==> config.mk <==
export PLATFORM = sky130hd
export DESIGN_NAME = uart_cfg
export DESIGN_NICKNAME = d
export VERILOG_FILES = /design/src/rtl/uart_cfg.sv
export SDC_FILE = /design/constraint.sdc
export NUM_CORES = 1
export LEC_CHECK = 0
export CAP_MARGIN = 5
export CELL_PAD_IN_SITES_DETAIL_PLACEMENT = 0
export CELL_PAD_IN_SITES_GLOBAL_PLACEMENT = 2
export CORE_ASPECT_RATIO = 0.8
export CORE_UTILIZATION = 35
export CTS_BUF_LIST = sky130_fd_sc_hd__clkbuf_8
export DETAILED_ROUTE_END_ITERATION = 10
export PLACE_DENSITY_LB_ADDON = 0.1
export SLEW_MARGIN = 20
export SYNTH_ARGS = -nofsm -noshare
export SYNTH_HDL_FRONTEND = slang
export SYNTH_SLANG_ARGS = --single-unit
==> constraint.sdc <==
create_clock -name clk_i -period 1.8 [get_ports clk_i]
set_input_delay 0.36 -clock clk_i [delete_from_list [all_inputs] [get_ports clk_i]]
set_output_delay 0.36 -clock clk_i [all_outputs]
set_load 0.01 [all_outputs]
==> src/rtl/uart_cfg.sv <==
// -----------------------------------------------------------------------------
// uart_cfg - parametrised full-duplex UART with AXI-Stream byte interfaces.
//
// TX accepts one payload beat in IDLE, latches it, and serialises it as
// start / DATA_BITS data (LSB first) / optional parity / STOP_BITS stop bits.
// RX synchronises the serial line, rejects false starts, samples each bit at
// mid-bit, and delivers every completed frame (errors flagged in tuser) through
// a single holding register. A frame that completes while the holding register
// is full and not being read is dropped and reported on rx_overrun_o.
//
// Parameters:
//   CLK_FREQ   system clock in Hz
//   BAUD       line rate; DIV = CLK_FREQ/BAUD clocks per bit (must be >= 4)
//   DATA_BITS  payload bits per frame, 5..9
//   PARITY     0 none, 1 odd, 2 even
//   STOP_BITS  transmitted stop bits, 1 or 2 (RX checks only the first)
//
// Ports:
//   clk_i            system clock
//   rst_ni           asynchronous active-low reset
//   loopback_i       (only with UART_LOOPBACK_EN) RX listens to TX, pin held 1
//   s_axis_tdata_i   TX payload
//   s_axis_tvalid_i  TX payload valid
//   s_axis_tready_o  TX ready, high only while TX is idle
//   m_axis_tdata_o   RX payload
//   m_axis_tuser_o   {frame_err, parity_err} of the current RX beat
//   m_axis_tvalid_o  RX holding register full
//   m_axis_tready_i  RX consumer ready
//   uart_rx_i        serial input, asynchronous to clk_i
//   uart_tx_o        serial output, idle high
//   tx_busy_o        high while TX is not idle
//   rx_overrun_o     one-cycle pulse when a completed frame is dropped
//
// Optional feature macro: UART_LOOPBACK_EN (adds loopback_i).
// -----------------------------------------------------------------------------
module uart_cfg #(
    parameter int CLK_FREQ  = 1152000,
    parameter int BAUD      = 115200,
    parameter int DATA_BITS = 8,
    parameter int PARITY    = 0,
    parameter int STOP_BITS = 1
) (
    input  logic                 clk_i,
    input  logic                 rst_ni,
`ifdef UART_LOOPBACK_EN
    input  logic                 loopback_i,
`endif
    input  logic [DATA_BITS-1:0] s_axis_tdata_i,
    input  logic                 s_axis_tvalid_i,
    output logic                 s_axis_tready_o,
    output logic [DATA_BITS-1:0] m_axis_tdata_o,
    output logic [1:0]           m_axis_tuser_o,
    output logic                 m_axis_tvalid_o,
    input  logic                 m_axis_tready_i,
    input  logic                 uart_rx_i,
    output logic                 uart_tx_o,
    output logic                 tx_busy_o,
    output logic                 rx_overrun_o
);

    localparam int DIV = CLK_FREQ / BAUD;
    localparam int CW  = (DIV > 1) ? $clog2(DIV) : 1;

    localparam logic [CW-1:0] BIT_LAST  = CW'(DIV - 1);
    localparam logic [CW-1:0] HALF_LAST = CW'(DIV / 2 - 1);
    localparam logic [3:0]    DATA_LAST = 4'(DATA_BITS - 1);
    localparam logic [3:0]    STOP_LAST = 4'(STOP_BITS - 1);
    localparam bit            PAR_EN    = (PARITY != 0);
    localparam bit            PAR_ODD   = (PARITY == 1);

    // ------------------------------------------------------------------
    // Elaboration-time parameter checks
    // ------------------------------------------------------------------
    generate
        if (DIV < 4) begin : g_bad_div
            $error("uart_cfg: CLK_FREQ/BAUD must be at least 4");
        end
        if (DATA_BITS < 5 || DATA_BITS > 9) begin : g_bad_data_bits
            $error("uart_cfg: DATA_BITS must be in 5..9");
        end
        if (PARITY < 0 || PARITY > 2) begin : g_bad_parity
            $error("uart_cfg: PARITY must be 0, 1 or 2");
        end
        if (STOP_BITS < 1 || STOP_BITS > 2) begin : g_bad_stop_bits
            $error("uart_cfg: STOP_BITS must be 1 or 2");
        end
    endgenerate

    typedef enum logic [2:0] {
        ST_IDLE,
        ST_START,
        ST_DATA,
        ST_PARITY,
        ST_STOP
    } state_e;

    // Parity bit that accompanies a payload: even parity makes the total
    // number of ones even, odd parity is its inverse.
    function automatic logic parity_of(input logic [DATA_BITS-1:0] d);
        return PAR_ODD ? ~(^d) : (^d);
    endfunction

    // ------------------------------------------------------------------
    // TX path
    // ------------------------------------------------------------------
    state_e               r_tx_state,  w_tx_state_nx;
    logic [CW-1:0]        r_tx_cnt,    w_tx_cnt_nx;
    logic [3:0]           r_tx_idx,    w_tx_idx_nx;
    logic [DATA_BITS-1:0] r_tx_shift,  w_tx_shift_nx;
    logic                 r_tx_par,    w_tx_par_nx;
    logic                 r_tx_line,   w_tx_line_nx;
    logic                 w_tx_tick;

    assign w_tx_tick = (r_tx_cnt == BIT_LAST);

    // NOTE: every signal written here gets a default first, so no path can
    // leave one unassigned and infer a latch.
    always_comb begin
        w_tx_state_nx = r_tx_state;
        w_tx_cnt_nx   = (r_tx_state == ST_IDLE || w_tx_tick) ? '0 : r_tx_cnt + CW'(1);
        w_tx_idx_nx   = r_tx_idx;
        w_tx_shift_nx = r_tx_shift;
        w_tx_par_nx   = r_tx_par;
        w_tx_line_nx  = 1'b1;

        case (r_tx_state)
            ST_IDLE: begin
                // tready is high in IDLE, so tvalid alone completes the handshake.
                if (s_axis_tvalid_i) begin
                    w_tx_state_nx = ST_START;
                    w_tx_shift_nx = s_axis_tdata_i;
                    w_tx_par_nx   = parity_of(s_axis_tdata_i);
                    w_tx_idx_nx   = '0;
                end
            end
            ST_START: begin
                if (w_tx_tick) begin
                    w_tx_state_nx = ST_DATA;
                    w_tx_idx_nx   = '0;
                end
            end
            ST_DATA: begin
                if (w_tx_tick) begin
                    if (r_tx_idx == DATA_LAST) begin
                        w_tx_state_nx = PAR_EN ? ST_PARITY : ST_STOP;
                        w_tx_idx_nx   = '0;
                    end else begin
                        w_tx_idx_nx   = r_tx_idx + 4'd1;
                        w_tx_shift_nx = {1'b0, r_tx_shift[DATA_BITS-1:1]};
                    end
                end
            end
            ST_PARITY: begin
                if (w_tx_tick) begin
                    w_tx_state_nx = ST_STOP;
                    w_tx_idx_nx   = '0;
                end
            end
            ST_STOP: begin
                if (w_tx_tick) begin
                    if (r_tx_idx == STOP_LAST) begin
                        w_tx_state_nx = ST_IDLE;
                    end else begin
                        w_tx_idx_nx = r_tx_idx + 4'd1;
                    end
                end
            end
            default: w_tx_state_nx = ST_IDLE;
        endcase

        // The line level is registered from the next state so the pin is
        // glitch-free and falls in the first START cycle.
        case (w_tx_state_nx)
            ST_START:  w_tx_line_nx = 1'b0;
            ST_DATA:   w_tx_line_nx = w_tx_shift_nx[0];
            ST_PARITY: w_tx_line_nx = w_tx_par_nx;
            default:   w_tx_line_nx = 1'b1;
        endcase
    end

    // NOTE: sequential state uses non-blocking assignments only; all next
    // values are computed combinationally above.
    always_ff @(posedge clk_i or negedge rst_ni) begin
        if (!rst_ni) begin
            r_tx_state <= ST_IDLE;
            r_tx_cnt   <= '0;
            r_tx_idx   <= '0;
            r_tx_shift <= '0;
            r_tx_par   <= 1'b0;
            r_tx_line  <= 1'b1;
        end else begin
            r_tx_state <= w_tx_state_nx;
            r_tx_cnt   <= w_tx_cnt_nx;
            r_tx_idx   <= w_tx_idx_nx;
            r_tx_shift <= w_tx_shift_nx;
            r_tx_par   <= w_tx_par_nx;
            r_tx_line  <= w_tx_line_nx;
        end
    end

    assign s_axis_tready_o = (r_tx_state == ST_IDLE);
    assign tx_busy_o       = (r_tx_state != ST_IDLE);

    // ------------------------------------------------------------------
    // Loopback selection
    // ------------------------------------------------------------------
    logic w_rx_src;

`ifdef UART_LOOPBACK_EN
    assign w_rx_src  = loopback_i ? r_tx_line : uart_rx_i;
    assign uart_tx_o = loopback_i ? 1'b1 : r_tx_line;
`else
    assign w_rx_src  = uart_rx_i;
    assign uart_tx_o = r_tx_line;
`endif

    // ------------------------------------------------------------------
    // RX path
    // ------------------------------------------------------------------
    logic                 r_rx_sync1, r_rx_sync2;
    logic                 w_rx;
    state_e               r_rx_state,   w_rx_state_nx;
    logic [CW-1:0]        r_rx_cnt,     w_rx_cnt_nx;
    logic [3:0]           r_rx_idx,     w_rx_idx_nx;
    logic [DATA_BITS-1:0] r_rx_shift,   w_rx_shift_nx;
    logic                 r_rx_par_bit, w_rx_par_bit_nx;
    logic                 w_rx_done;

    logic [DATA_BITS-1:0] r_m_data,  w_m_data_nx;
    logic [1:0]           r_m_user,  w_m_user_nx;
    logic                 r_m_valid, w_m_valid_nx;
    logic                 r_ovr,     w_ovr_nx;
    logic                 w_m_load;
    logic                 w_frame_err, w_par_err;

    assign w_rx = r_rx_sync2;

    always_comb begin
        w_rx_state_nx   = r_rx_state;
        w_rx_cnt_nx     = r_rx_cnt + CW'(1);
        w_rx_idx_nx     = r_rx_idx;
        w_rx_shift_nx   = r_rx_shift;
        w_rx_par_bit_nx = r_rx_par_bit;
        w_rx_done       = 1'b0;

        case (r_rx_state)
            ST_IDLE: begin
                w_rx_cnt_nx = '0;
                if (!w_rx) begin
                    w_rx_state_nx = ST_START;
                end
            end
            ST_START: begin
                // Half a bit after the falling edge: a high sample here means
                // the low level was a glitch, not a start bit.
                if (r_rx_cnt == HALF_LAST) begin
                    w_rx_cnt_nx = '0;
                    w_rx_idx_nx = '0;
                    w_rx_state_nx = w_rx ? ST_IDLE : ST_DATA;
                end
            end
            ST_DATA: begin
                if (r_rx_cnt == BIT_LAST) begin
                    w_rx_cnt_nx   = '0;
                    w_rx_shift_nx = {w_rx, r_rx_shift[DATA_BITS-1:1]};
                    if (r_rx_idx == DATA_LAST) begin
                        w_rx_state_nx = PAR_EN ? ST_PARITY : ST_STOP;
                        w_rx_idx_nx   = '0;
                    end else begin
                        w_rx_idx_nx = r_rx_idx + 4'd1;
                    end
                end
            end
            ST_PARITY: begin
                if (r_rx_cnt == BIT_LAST) begin
                    w_rx_cnt_nx     = '0;
                    w_rx_par_bit_nx = w_rx;
                    w_rx_state_nx   = ST_STOP;
                end
            end
            ST_STOP: begin
                if (r_rx_cnt == BIT_LAST) begin
                    w_rx_cnt_nx   = '0;
                    w_rx_done     = 1'b1;
                    w_rx_state_nx = ST_IDLE;
                end
            end
            default: w_rx_state_nx = ST_IDLE;
        endcase
    end

    assign w_frame_err = ~w_rx;
    assign w_par_err   = PAR_EN && (r_rx_par_bit != parity_of(r_rx_shift));

    // A completed frame may replace the held beat only if that beat is
    // leaving in the same cycle; otherwise the new frame is dropped.
    assign w_m_load = w_rx_done && (!r_m_valid || m_axis_tready_i);

    always_comb begin
        w_m_data_nx  = r_m_data;
        w_m_user_nx  = r_m_user;
        w_m_valid_nx = r_m_valid;
        if (w_m_load) begin
            w_m_data_nx  = r_rx_shift;
            w_m_user_nx  = {w_frame_err, w_par_err};
            w_m_valid_nx = 1'b1;
        end else if (r_m_valid && m_axis_tready_i) begin
            w_m_valid_nx = 1'b0;
        end
        w_ovr_nx = w_rx_done && !w_m_load;
    end

    always_ff @(posedge clk_i or negedge rst_ni) begin
        if (!rst_ni) begin
            r_rx_sync1   <= 1'b1;
            r_rx_sync2   <= 1'b1;
            r_rx_state   <= ST_IDLE;
            r_rx_cnt     <= '0;
            r_rx_idx     <= '0;
            r_rx_shift   <= '0;
            r_rx_par_bit <= 1'b0;
            r_m_data     <= '0;
            r_m_user     <= '0;
            r_m_valid    <= 1'b0;
            r_ovr        <= 1'b0;
        end else begin
            r_rx_sync1   <= w_rx_src;
            r_rx_sync2   <= r_rx_sync1;
            r_rx_state   <= w_rx_state_nx;
            r_rx_cnt     <= w_rx_cnt_nx;
            r_rx_idx     <= w_rx_idx_nx;
            r_rx_shift   <= w_rx_shift_nx;
            r_rx_par_bit <= w_rx_par_bit_nx;
            r_m_data     <= w_m_data_nx;
            r_m_user     <= w_m_user_nx;
            r_m_valid    <= w_m_valid_nx;
            r_ovr        <= w_ovr_nx;
        end
    end

    assign m_axis_tdata_o  = r_m_data;
    assign m_axis_tuser_o  = r_m_user;
    assign m_axis_tvalid_o = r_m_valid;
    assign rx_overrun_o    = r_ovr;

endmodule

## Yosys cells after proc, flatten, opt, wreduce, memory -nomap -nowiden

Index checks and enable logic that the tools add are counted.

- Eq/ne operators: 28
- Add/sub/neg operators: 4
- Multiplexer cells: 42
- Reductions and logical operators: 23
- Bitwise gates (word level): 1

Operator list:

| kind | number |
|---|---|
| 2-to-1 mux 4 bit | 12 |
| 2-to-1 mux 3 bit | 13 |
| one-hot mux 3 bit (5 select lines) | 2 |
| 2-to-1 mux 8 bit | 3 |
| != test 2 bit (second input constant) | 11 |
| equality test 3 x 2 -> 1 bit (second input constant) | 6 |
| adder 4 x 1 -> 4 bit (second input constant) | 4 |
| one-hot mux 4 bit (4 select lines) | 1 |
| one-hot mux 8 bit (2 select lines) | 1 |
| equality test 4 x 3 -> 1 bit (second input constant) | 3 |
| one-hot mux 4 bit (3 select lines) | 1 |
| AND reduction 6 bit | 2 |
| equality test 3 x 1 -> 1 bit (second input constant) | 3 |
| equality test 4 bit (second input constant) | 2 |
| one-hot mux 4 bit (2 select lines) | 1 |
| XOR reduction 8 bit | 1 |
| equality test 3 bit (second input constant) | 2 |
| logical NOT 3 bit | 2 |
| 2-to-1 mux 1 bit | 6 |
| nonzero test 2 bit | 3 |
| logical NOT 4 bit | 1 |
| AND reduction 4 bit | 1 |
| nonzero test 4 bit | 1 |
| logical AND 1 bit | 3 |
| 11 further kinds | 13 |

- Bits in registers: 53
- Input bits: 13

## Logic depth before layout (Yosys ltp)

- Depth after elaboration: 6
- Mapped depth: 7

## Worst setup path after synthesis

No wires, ideal clock.

- Path type: reg2reg
- Start point: register r_tx_idx[0]
- End point: register r_tx_shift[7]
- Buffers on the path: 2
- Data arrival time: 1.629 ns
- Required time: 1.679 ns
- Setup slack: 0.050 ns
- Stages on the path, launching flop included: 8
- Cell sequence: dfrtp_1 -> ha_1 -> and3b_1 -> buf_2 -> o31a_1 -> or2_0 -> clkbuf_1 -> a22o_1

- Cells in the longest elaborated chain, start to end: 3

Ends and longest elaborated chain:

| what | RTL line | RTL |
|---|---|---|
| from (decl) | 108 | `logic [3:0] r_tx_idx, w_tx_idx_nx;` |
| from (signal assigned) | 194 | `r_tx_idx <= w_tx_idx_nx;` |
| equality test 4 x 3 -> 1 bit | 144 | `if (r_tx_idx == DATA_LAST) begin` |
| != test 2 bit (no line) | n/a |  |
| AND reduction 4 bit (no line) | n/a |  |
| to (signal assigned) | 195 | `r_tx_shift <= w_tx_shift_nx;` |
| to (decl) | 109 | `logic [DATA_BITS-1:0] r_tx_shift, w_tx_shift_nx;` |

No other way between the ends.
A chain may end at the register's enable or synchronous reset.

## Final worst setup path

- Start point: register r_tx_state[0]
- End point: register r_tx_idx[0]

- Cells in the longest elaborated chain, start to end: 4
- Elaborated cells on any way between the ends: 14
- Classes of those cells: eq/ne (9); mux (1); reduce/logical (4)

Ends and longest elaborated chain:

| what | RTL line | RTL |
|---|---|---|
| from (decl) | 106 | `state_e r_tx_state, w_tx_state_nx;` |
| from (signal assigned) | 192 | `r_tx_state <= w_tx_state_nx;` |
| equality test 3 x 2 -> 1 bit / equality test 3 x 1 -> 1 bit (equally long branches) | 126 | `case (r_tx_state)` |
| OR reduction 2 bit (no line) | n/a |  |
| != test 2 x 1 -> 1 bit (no line) / nonzero test 4 bit (equally long branches) | n/a |  |
| AND reduction 6 bit (no line) | n/a |  |

Parallel ways exist; a longest one is shown, timed or not.

==> results_dict.tcl <==
set metrics [dict create \
    status "finished clean" \
    core_um2 7090 \
    final_net_count 303 \
    cp.required_ns 2.01 \
    synth_edf_count 0 \
    drc 0 \
    min_period_over_period_pct 95.5 \
    worst_path_max_delay_cell "or4b_4" \
    synth_cells 226 \
    ys.flop_type "dfrtp_1" \
    max_cap_viol_count 0 \
    area_delta_synth_final_pct 25.0 \
    grt_use_total_pct 14.1 \
    die_area_um2 7920 \
    drive_gt1_share_pct 27.6 \
    cts_buffers 5 \
    power.leakage_nw 1.57 \
    cp_slowest_stage_delay_ns 0.56 \
    path_clk_slew_ns 0.11 \
    netlist-cell-type-count 55 \
    routed_via_density 4.92 \
    place_congestion 0.742 \
    rows 27 \
    dp_hpwl_um 3580 \
    cts_tree "built" \
    die_h_um 79.8 \
    crit_buf_inv 1 \
    dr.first_iter.drc_count 46 \
    ant_nets 0 \
    grt_max_degree 46 \
    syn_area_um2 2650 \
    worstSetupPathType "register to register" \
    slew_violations 0 \
    grt_pass1_vias 1873 \
    rsz0062_at_grt "no" \
    hp-class "register to register" \
    dr.pass1.iters 4 \
    ys_ff_latch 53 \
    cp_max_fo 9 \
    vdd_drop_max_v 0.000381 \
    ys_warn_count 0 \
    chipWidth_um 99.3 \
    ctsHtreeMaxLevel 2 \
    min_period_ns 1.72 \
    syn_nets 247 \
    p_per_area_nw_per_um2 814 \
    skew_ns 0.00914 \
    wl_per_cell_um 13.6 \
    antenna_cells 0 \
    vias 1821 \
    clock_sinks 53 \
    io_buffers 26 \
    grt_antenna_before_repair 0 \
    fillers 671 \
    pin_count 28 \
    syn_avg_cell_area_um2 11.7 \
    cts_max_path_buffers 2 \
    async_flop_share_pct 100 \
    clk_latency_ns 0.31 \
    worstPathArrival_ns 1.92 \
    cts_root_buf "clkbuf_8" \
    yosysSeqAreaShare_pct 50.2 \
    grt_overflow 0 \
    hold_violations 0 \
    grt_pass1_wl_um 8800 \
    fmax_ghz 0.582 \
    cpLargestDelayFamily "simple AND/OR/NAND/NOR gates" \
    fin_tns_setup_ns 0 \
    drt_wl_total_um 5020 \
    end_kind "register" \
    finalSetupViolCount 0 \
    start_kind "register" \
    final_util_pct 46.7 \
    path_cells "buf_6 -> or4b_4 -> o211ai_4 -> nand2_2 -> mux2_2" \
    initial_utilization_pct 37.3 \
    hold_slack_ns 0.362 \
]
## cell usage in the layout, fill, tap and decap left out, types with 3 or more instances in the layout
| cell type | count |
|---|---|
| dfrtp_1 | 48 |
| buf_4 | 27 |
| clkdlybuf4s50_1 | 23 |
| mux2_2 | 19 |
| o21ai_0 | 14 |
| nand2_1 | 12 |
| inv_1 | 10 |
| nor2_1 | 10 |
| a22o_1 | 9 |
| xnor2_1 | 9 |
| ha_1 | 8 |
| a21o_1 | 7 |
| nand3_1 | 6 |
| nand2b_1 | 5 |
| clkbuf_8 | 5 |
| and3b_1 | 4 |
| a21oi_1 | 4 |
| nor2b_1 | 4 |
| dfstp_2 | 3 |
## cells in the mapped netlist (2+ instances only)
cell type	number	share of area, %
and3b_1	4	1.3
a21o_1	7	2.0
nor2_1	10	1.4
dfstp_2	3	3.0
inv_1	10	1.4
dfrtp_1	50	47
nand2_1	13	1.8
a22o_1	9	3.0
nor3b_1	3	0.85
nor2b_1	4	0.94
or2_0	2	0.47
o31ai_1	2	0.57
buf_2	2	0.38
xnor2_1	9	3.0
a21oi_1	4	0.76
ha_1	8	3.8
buf_4	2	0.57
o21ai_0	14	2.6
mux2_2	19	8.1
nand3_1	6	1.1
nor3_1	2	0.38
xor2_1	2	0.66
o21bai_1	2	0.57
nand3b_1	2	0.57
buf_6	2	0.85
nand2b_1	5	1.2
and3_1	2	0.47
## repair_timing
action                                  4_1_cts  5_1_grt
resized for setup                             6        3
pin swaps                                     0        3
endpoints found under the setup margin        3        4
buffers inserted                              3        1
hold endpoints to repair                      8        0
hold buffers                                  1        0
## final timing paths
check	from	to	slack, ns	depth (start not counted)
worst max-delay path	r_tx_state[0]	r_tx_idx[0]	0.08	5
worst min-delay path	r_rx_sync1	r_rx_sync2	0.36	0
worst max register to register	r_tx_state[0]	r_tx_idx[0]	0.08	5
worst min register to register	r_rx_sync1	r_rx_sync2	0.36	0
max in group asynchronous	rst_ni	uart_tx_o	0.79	3
min in group asynchronous	rst_ni	r_rx_idx[0]	0.43	2
## flip-flops by register name, indices dropped and copies added (netlist names), 3 cells and up
| name | cells |
|---|---|
| r_rx_state | 3 |
| m_axis_tdata_o | 8 |
| r_rx_cnt | 4 |
| r_rx_shift | 8 |
| r_tx_cnt | 4 |
| r_tx_idx | 4 |
| r_tx_shift | 8 |
| r_rx_idx | 4 |
| r_tx_state | 3 |
## cell families after synthesis
logic type | after synthesis | share of synthesized area (%)
flip-flops | 53 | 50.2
AO/OA/AOI/OAI | 50 | 14.2
buffers and inverters | 17 | 3.35
XOR/XNOR | 11 | 3.64
multiplexers | 20 | 8.46
other | 1 | 0.142
AND/OR/NAND/NOR | 66 | 16.2
adder cells (fa/ha/maj) | 8 | 3.78
## power by group
| part | internal [W] | leakage [nW] | switching, W | total, W |
|---|---|---|---|---|
| clock | 0.000284 | 0.0423 | 0.000428 | 0.000712 |
| combinational | 0.000326 | 0.834 | 0.000276 | 0.000602 |
| sequential | 0.00128 | 0.691 | 0.000103 | 0.00138 |
## metrics by stage
step | power (W) | worst slack, ns | area (µm²) | cells
finish | 0.00270 | 0.0804 | 3310 | 370
floorplan | 0.00177 | 0.0505 | 2650 | 226
global placement | 0.00202 | -0.198 | 3160 | 357
global route | 0.00287 | 0.00729 | 3310 | 370
detailed placement | 0.00201 | -0.226 | 3160 | 357
CTS | 0.00276 | 0.0271 | 3290 | 369
## final cells by class
type / instances / area, µm² / area share, %
repair buffers: 56 / 497 / 15.0
multi-input cells: 156 / 1240 / 37.5
clock buffers: 5 / 68.8 / 2.08
clock inverters: 3 / 26.3 / 0.794
inverters: 10 / 37.5 / 1.13
well taps: 87 / 109 / 3.29
flip-flops and latches: 53 / 1330 / 40.2
## metal layers
metal / wire length [µm] / vias up / track usage (%) / part of all wire [%]
met1: 2550 / 881 / 19.6 / 51
met5: 0 / - / 0 / 0
met4: 19 / 0 / 3.97 / 0.38
met2: 2330 / 21 / 22.4 / 46
li1: - / 917 / - / -
met3: 127 / 2 / 2.63 / 2.5
(Power assumes the default switching activity.)
